`config.mk`:
```
export PLATFORM = sky130hd
export DESIGN_NAME = poly_wave_gen
export DESIGN_NICKNAME = d
export VERILOG_FILES = /design/src/rtl/poly_wave_gen.sv
export SDC_FILE = /design/constraint.sdc
export NUM_CORES = 1
export LEC_CHECK = 0
export CAP_MARGIN = 20
export CORE_MARGIN = 2
export CORE_UTILIZATION = 55
export DETAILED_ROUTE_END_ITERATION = 16
export PLACE_DENSITY_LB_ADDON = 0.08
export SETUP_SLACK_MARGIN = 0.2
export SYNTH_ARGS = -nofsm -noshare
export SYNTH_HDL_FRONTEND = slang
export SYNTH_SLANG_ARGS = --single-unit
```
`constraint.sdc`:
```
create_clock -name Clock -period 10.1 [get_ports Clock]
set_input_delay 1.515 -clock Clock [delete_from_list [all_inputs] [get_ports Clock]]
set_output_delay 1.515 -clock Clock [all_outputs]
set_load 0.03 [all_outputs]
```
`src/rtl/poly_wave_gen.sv`:
```
`default_nettype none
// poly_wave_gen: time-multiplexed oscillator bank with saw/square/triangle/pulse/noise voices
// and per-channel hard sync. Rev 1.0

module poly_wave_gen #(
  parameter int WAVE_DEPTH  = 8,
  parameter int PHASE_DEPTH = 16,
  parameter int CHANNELS    = 4,
  parameter int CH_BITS     = 2
) (
  input  logic                            Clock,
  input  logic                            Reset,
  input  logic                            Tick,
  input  logic [CHANNELS*PHASE_DEPTH-1:0] Incr,
  input  logic [CHANNELS*3-1:0]           WaveType,
  input  logic [CHANNELS*WAVE_DEPTH-1:0]  Duty,
  input  logic [CHANNELS-1:0]             Sync,
  output logic [WAVE_DEPTH-1:0]           Waveform,
  output logic [CH_BITS-1:0]              Channel,
  output logic                            Valid,
  output logic                            Overrun
);

  typedef enum logic [0:0] {IDLE = 1'b0, SCAN = 1'b1} state_t;

  localparam logic [15:0]         LFSR_SEED = 16'hACE1;
  localparam logic [WAVE_DEPTH-1:0] WAVE_MAX = '1;

  state_t                 state, next_state;
  logic [CH_BITS-1:0]     idx;
  logic [CHANNELS-1:0]    sync_q;
  logic [PHASE_DEPTH-1:0] phase [CHANNELS];
  logic [15:0]            lfsr;

  logic                   last;
  logic [PHASE_DEPTH-1:0] cur_phase;
  logic [PHASE_DEPTH-1:0] cur_incr;
  logic [2:0]             cur_mode;
  logic [WAVE_DEPTH-1:0]  cur_duty;
  logic [WAVE_DEPTH-1:0]  p;
  logic [WAVE_DEPTH-1:0]  tri_w;
  logic [WAVE_DEPTH-1:0]  sample;
  logic                   lfsr_fb;

  assign last    = (idx == CH_BITS'(CHANNELS - 1));
  assign lfsr_fb = lfsr[15] ^ lfsr[13] ^ lfsr[12] ^ lfsr[10];

  always_ff @(posedge Clock) begin
    if (Reset) begin
      state <= IDLE;
    end else begin
      state <= next_state;
    end
  end

  always_comb begin
    next_state = state;
    case (state)
      IDLE:    if (Tick) next_state = SCAN;
      SCAN:    if (last) next_state = IDLE;
      default: next_state = IDLE;
    endcase
  end

  // Shared datapath: operands of the channel currently being scanned.
  always_comb begin
    cur_phase = phase[idx];
    cur_incr  = Incr[idx*PHASE_DEPTH +: PHASE_DEPTH];
    cur_mode  = WaveType[idx*3 +: 3];
    cur_duty  = Duty[idx*WAVE_DEPTH +: WAVE_DEPTH];
    p         = cur_phase[PHASE_DEPTH-1 -: WAVE_DEPTH];
    tri_w     = {p[WAVE_DEPTH-2:0], 1'b0};
    sample    = '0;
    case (cur_mode)
      3'd0:    sample = p;
      3'd1:    sample = p[WAVE_DEPTH-1] ? WAVE_MAX : '0;
      3'd2:    sample = p[WAVE_DEPTH-1] ? ~tri_w : tri_w;
      3'd3:    sample = (p < cur_duty) ? WAVE_MAX : '0;
      3'd4:    sample = lfsr[WAVE_DEPTH-1:0];
      default: sample = '0;
    endcase
  end

  always_ff @(posedge Clock) begin
    if (Reset) begin
      idx      <= '0;
      sync_q   <= '0;
      lfsr     <= LFSR_SEED;
      Waveform <= '0;
      Channel  <= '0;
      Valid    <= 1'b0;
      Overrun  <= 1'b0;
      for (int k = 0; k < CHANNELS; k++) begin
        phase[k] <= '0;
      end
    end else begin
      Valid   <= (state == SCAN);
      Overrun <= Tick && (state == SCAN);
      if (state == IDLE) begin
        if (Tick) begin
          sync_q <= Sync;
          idx    <= '0;
        end
      end else begin
        Waveform   <= sample;
        Channel    <= idx;
        phase[idx] <= sync_q[idx] ? '0 : cur_phase + cur_incr;
        lfsr       <= {lfsr[14:0], lfsr_fb};
        idx        <= last ? '0 : idx + 1'b1;
      end
    end
  end

endmodule

`default_nettype wire

```
; Word level (Yosys, flattened, before mapping)
; Memory sizes are Yosys's and may differ from the RTL's. A register that Yosys moved wholly into a read port is not among the register bits.
; Index checks and enable logic that the tools add are counted.
[totals]
out_inout_bits = 12
wordCells = 55
reg_bits = 35
romBits = 0
mem_bits_rw = 64
input_bits = 115
latch_bits = 0
n_memories = 1
[classes]
n_mul = 1
shift = 3
n_reduce_logical = 5
magnitude_cmp = 2
div = 0
n_eq_ne = 5
n_bitwise = 5
mux = 23
add_sub_neg = 2
[mem_list]
columns = name, depth, word_bits, read_ports, rd_ports_with_merged_regs, wr, line_no
row1 = phase, 4, 16, 1, 1, 4, 32  ; logic [PHASE_DEPTH-1:0] phase [CHANNELS];
[ops]
columns = operator, count
row1 = variable part select 64 x 7 -> 16 bit, 1
row2 = case mux 8 bit (5 select lines), 1
row3 = two-way mux 16 bit, 2
row4 = variable part select 32 x 6 -> 8 bit, 1
row5 = two-way mux 8 bit, 3
row6 = adder 16 bit, 1
row7 = OR reduction 16 bit, 1
row8 = two-way mux 2 bit, 6
row9 = variable part select 12 x 5 -> 3 bit, 1
row10 = two-way mux 1 bit, 9
row11 = < comparator 8 bit, 1
row12 = NOT 8 bit, 1
row13 = == test 3 x 2 -> 1 bit (second input constant), 2
row14 = multiplier 2 x 2 -> 4 bit (second input constant), 1
row15 = == test 3 x 1 -> 1 bit (second input constant), 1
row16 = == test 3 bit (second input constant), 1
row17 = logical NOT 3 bit, 1
row18 = < comparator 2 x 3 -> 1 bit (second input constant), 1
row19 = bitwise XOR 1 bit, 3
row20 = adder 2 x 1 -> 2 bit (second input constant), 1
row21 = binary-select mux 1 bit (select 2 bit), 1
row22 = == test 2 bit (second input constant), 1
row23 = case mux 1 bit (2 select lines), 1
row24 = AND reduction 2 bit, 1
row25 = 3 further kinds, 3

; Depth between registers and ports, before layout
[depth]
word_depth = 5
mapped_depth = 12
ltp_nobuf = 9

; Worst setup path before layout
; OpenSTA, ideal clock, no wires.
[synth_timing]
path_type = input-to-reg
startpoint = input port Incr[48]
endpoint = memory phase[0][14], data pin
setup_time_ns = 0.271
slack_ns = 5.994
path_stages = 9
required_time_ns = 9.829
path_buffers = 0
t_arrival_ns = 3.835
path_cell_list = mux4_2 ha_1 fa_1 a211oi_1 o21ai_1 a41oi_1 nor2_1 a311oi_1 nor2_1
[synth_lines]
columns = element, line_no
row1 = "start, declared", 14  ; input logic [CHANNELS*PHASE_DEPTH-1:0] Incr,
row2 = "end, declared", 32

==> reports/summary.txt <==
Status: completed
Site Rows: 37
Crit path DAT: 4.60 ns
Critical path type: in -> reg
Clock-pin slew on the worst setup and hold paths: 0.12 ns
Syn Nets: 629
Crit start category: input port
DP Worst Slack: 5.20 ns
Post-synthesis xor/xnor area fraction: 2.70%
Effective utilization at floorplan: 56.5%
Fin crit share: 44.5%
WL final: 13.9 mm
Via count: 4,434
Worst setup EP type: flip-flop
Cell family with most CP delay: compound AO/OA/AOI/OAI gates
Main area contributors after synthesis: edfxtp_1, mux4_2, dfxtp_1, nor2_1, ha_1
Final RePlAce weighted congestion: 0.840
Worst-Margin Slew: 0.992 ns
Setup violations, final: 0
Vias in the first global route: 4,293
DR iter-0 viols: 333
Setup TNS: 0 ns
Multi-input logic area: 2930 um2
Ports: 127
Area share of and/or/nand/nor cells after synthesis: 12.3%
NumNets Final: 740
Antenna cells: 0
Slowest cell delay on critical path: 0.46 ns
Dpl hpwl: 9.98 mm
CTS Hold Bufs: 0
Asr flop ratio synth: 0%
Total gr overflow: 0
WL/cell: 18.7 um
Cts bufs inserted: 9
Mapped cell area: 5830 um2
Fin util: 71.1%
CTS Root Cell: clkbuf_8
Post-Syn Instances: 490
Die height: 107 um
Post-CTS setup buffers: 0
Synth area leader: edfxtp_1
Sequential area share after synthesis: 45.6%
Design area: 7340 um2
Yosys cell types: 53
#FFs+latches synth: 101
Core area: 10,300 um2
Layout area overhead: 25.7%
Main combinational cell family by area after synthesis: multiplexers
Post-Synth Adder-Cell Area: 5.28%
Peak VDD IR: 70.6 uV
Layout cells sized above 1: 12.0%
Initial antenna violation count: 0
Max cap viols: 0
Syn Area/Cell: 11.9 um2
Die ar.: 11,400 um2
Warnings, synthesis: 0
Post-CTS sizing: 0
Die Span X: 107 um
Synth Area in Compound Gates: 10.4%
Final Skew: 0.0182 ns
CTS Buffer Depth: 2
First-pass GRT wire length: 22.1 mm
TritonCTS clock tree: done
Ys flop type: edfxtp_1
Post-route ant nets: 0
Fill count: 750
Sequential standard cell area: 2660 um2
H-tree depth: 3
Worst setup margin: 5.61 ns
Final Hold Fails: 0
Leakage: 2.73 nW
Worst slew margin: 33.9%
Pwr Density: 136 nW/um2
Most numerous cell on the critical path: nor2_1
Max Clk Rate: 223 MHz
Crit path required time: 10.21 ns
Period minus WS final: 4.49 ns
Area share of the largest cell type after synthesis: 32.9%
CP Max Fanout: 4
Number of port buffers: 126
Max Slew Vio Count: 0
First-pass iteration count of the detailed router: 5
RSZ-0062 raised after global routing: false
Drt drc: 0
CP Buf/Inv Count: 1
All-Layer GR Usage: 25.2%
Cell breakdown of the critical path: clkdlybuf4s50_1 > mux4_2 > ha_1 > fa_1 > a211oi_1 > o21ai_1 > a41oi_1 > nor2_1 > a311oi_1 > nor2_1
Area post-placement: 7140 um2
Skew-Pair Late Insertion Delay: 0.37 ns
Count leader, synth: nor2_1
Clock sink total: 101
Post-synth top cells: nor2_1, edfxtp_1, mux4_2
Worst hold path type: reg -> reg
Routed vias/inst: 5.98
Mux cell area share after synthesis: 19.6%
Post-synth EDFFs: 64
Maximum number of pins on one net before global-route repair: 36
Slowest CP cell: mux4_2
Total power: 0.995 mW
[area by class of cell]
class / instances / area share (%)
Multi-Input combinational cell: 339 / 40.0
Sequential cell: 101 / 36.3
Tap cell: 136 / 2.32
Clock buffer: 9 / 1.69
Timing Repair Buffer: 131 / 17.7
Clock inverter: 7 / 1.04
Inverter: 19 / 0.972
[path summary, 6_finish.rpt]
kind | startpoint | slack [ns] | end | cells past startpoint
worst min register to register | lfsr[14]$_SDFFE_PP0P_ | 0.50 | lfsr[15]$_SDFFE_PP1P_ | 1
worst min-delay path | lfsr[14]$_SDFFE_PP0P_ | 0.50 | lfsr[15]$_SDFFE_PP1P_ | 1
worst max-delay path | Incr[48] | 5.61 | phase[1][14]$_SDFFCE_PN0P_ | 10
worst max register to register | flip-flop | 6.21 | phase[1][14]$_SDFFCE_PN0P_ | 9
[where the power goes]
group / internal (mW) / switching [mW]
clock: 0.0988 / 0.160
combinational: 0.131 / 0.130
sequential: 0.462 / 0.0128
total: 0.692 / 0.303
[through the flow]
step / hold slack [ns] / instances
after detailed placement: 0.460 / 726
after global placement: 0.445 / 726
after global routing: 0.520 / 742
after CTS: 0.496 / 742
after floorplan: 0.438 / 490
final: 0.496 / 742
[worst reg2reg max path: cells and delay by family, from the launching register on]
family	cells	cell delay, ns
AO/OA/AOI/OAI	4	1.35
flip-flops	1	0.96
adder cells (fa/ha/maj)	2	0.69
multiplexers	1	0.43
AND/OR/NAND/NOR	2	0.22
[state kept, by name, indices dropped and copies added, names as in the netlist, named ones only]
register / flops
Waveform: 8
Channel: 2
Overrun: 1
Valid: 1
state: 1
phase: 64
sync_q: 4
lfsr: 16
idx: 2
[placed cells by master, fill, tap and decap left out, types with 8 or more instances in the layout]
cell type / count
clkdlybuf4s50_1: 126
nor2_1: 78
edfxtp_1: 64
mux4_2: 44
dfxtp_1: 36
nand2_1: 24
ha_1: 23
a21oi_1: 19
inv_1: 18
mux2i_1: 15
xnor2_1: 14
a211o_1: 13
nor2b_1: 10
a211oi_1: 9
clkbuf_8: 9
o21ai_0: 8
[cells by family after synthesis]
group / Yosys count
XOR/XNOR: 18
multiplexers: 59
AND/OR/NAND/NOR: 155
AO/OA/AOI/OAI: 83
adder cells (fa/ha/maj): 24
buffers and inverters: 50
flip-flops: 101
[metal layers]
metal | GRT usage (%) | up-vias | part of all wire [%]
met5 | 0 | - | 0
li1 | - | 2071 | -
met1 | 34.4 | 2145 | 43
met3 | 3.71 | 23 | 7.6
met2 | 41.7 | 195 | 48
met4 | 8.16 | 0 | 1.9
Note: power is estimated with default switching activity, not from simulation.
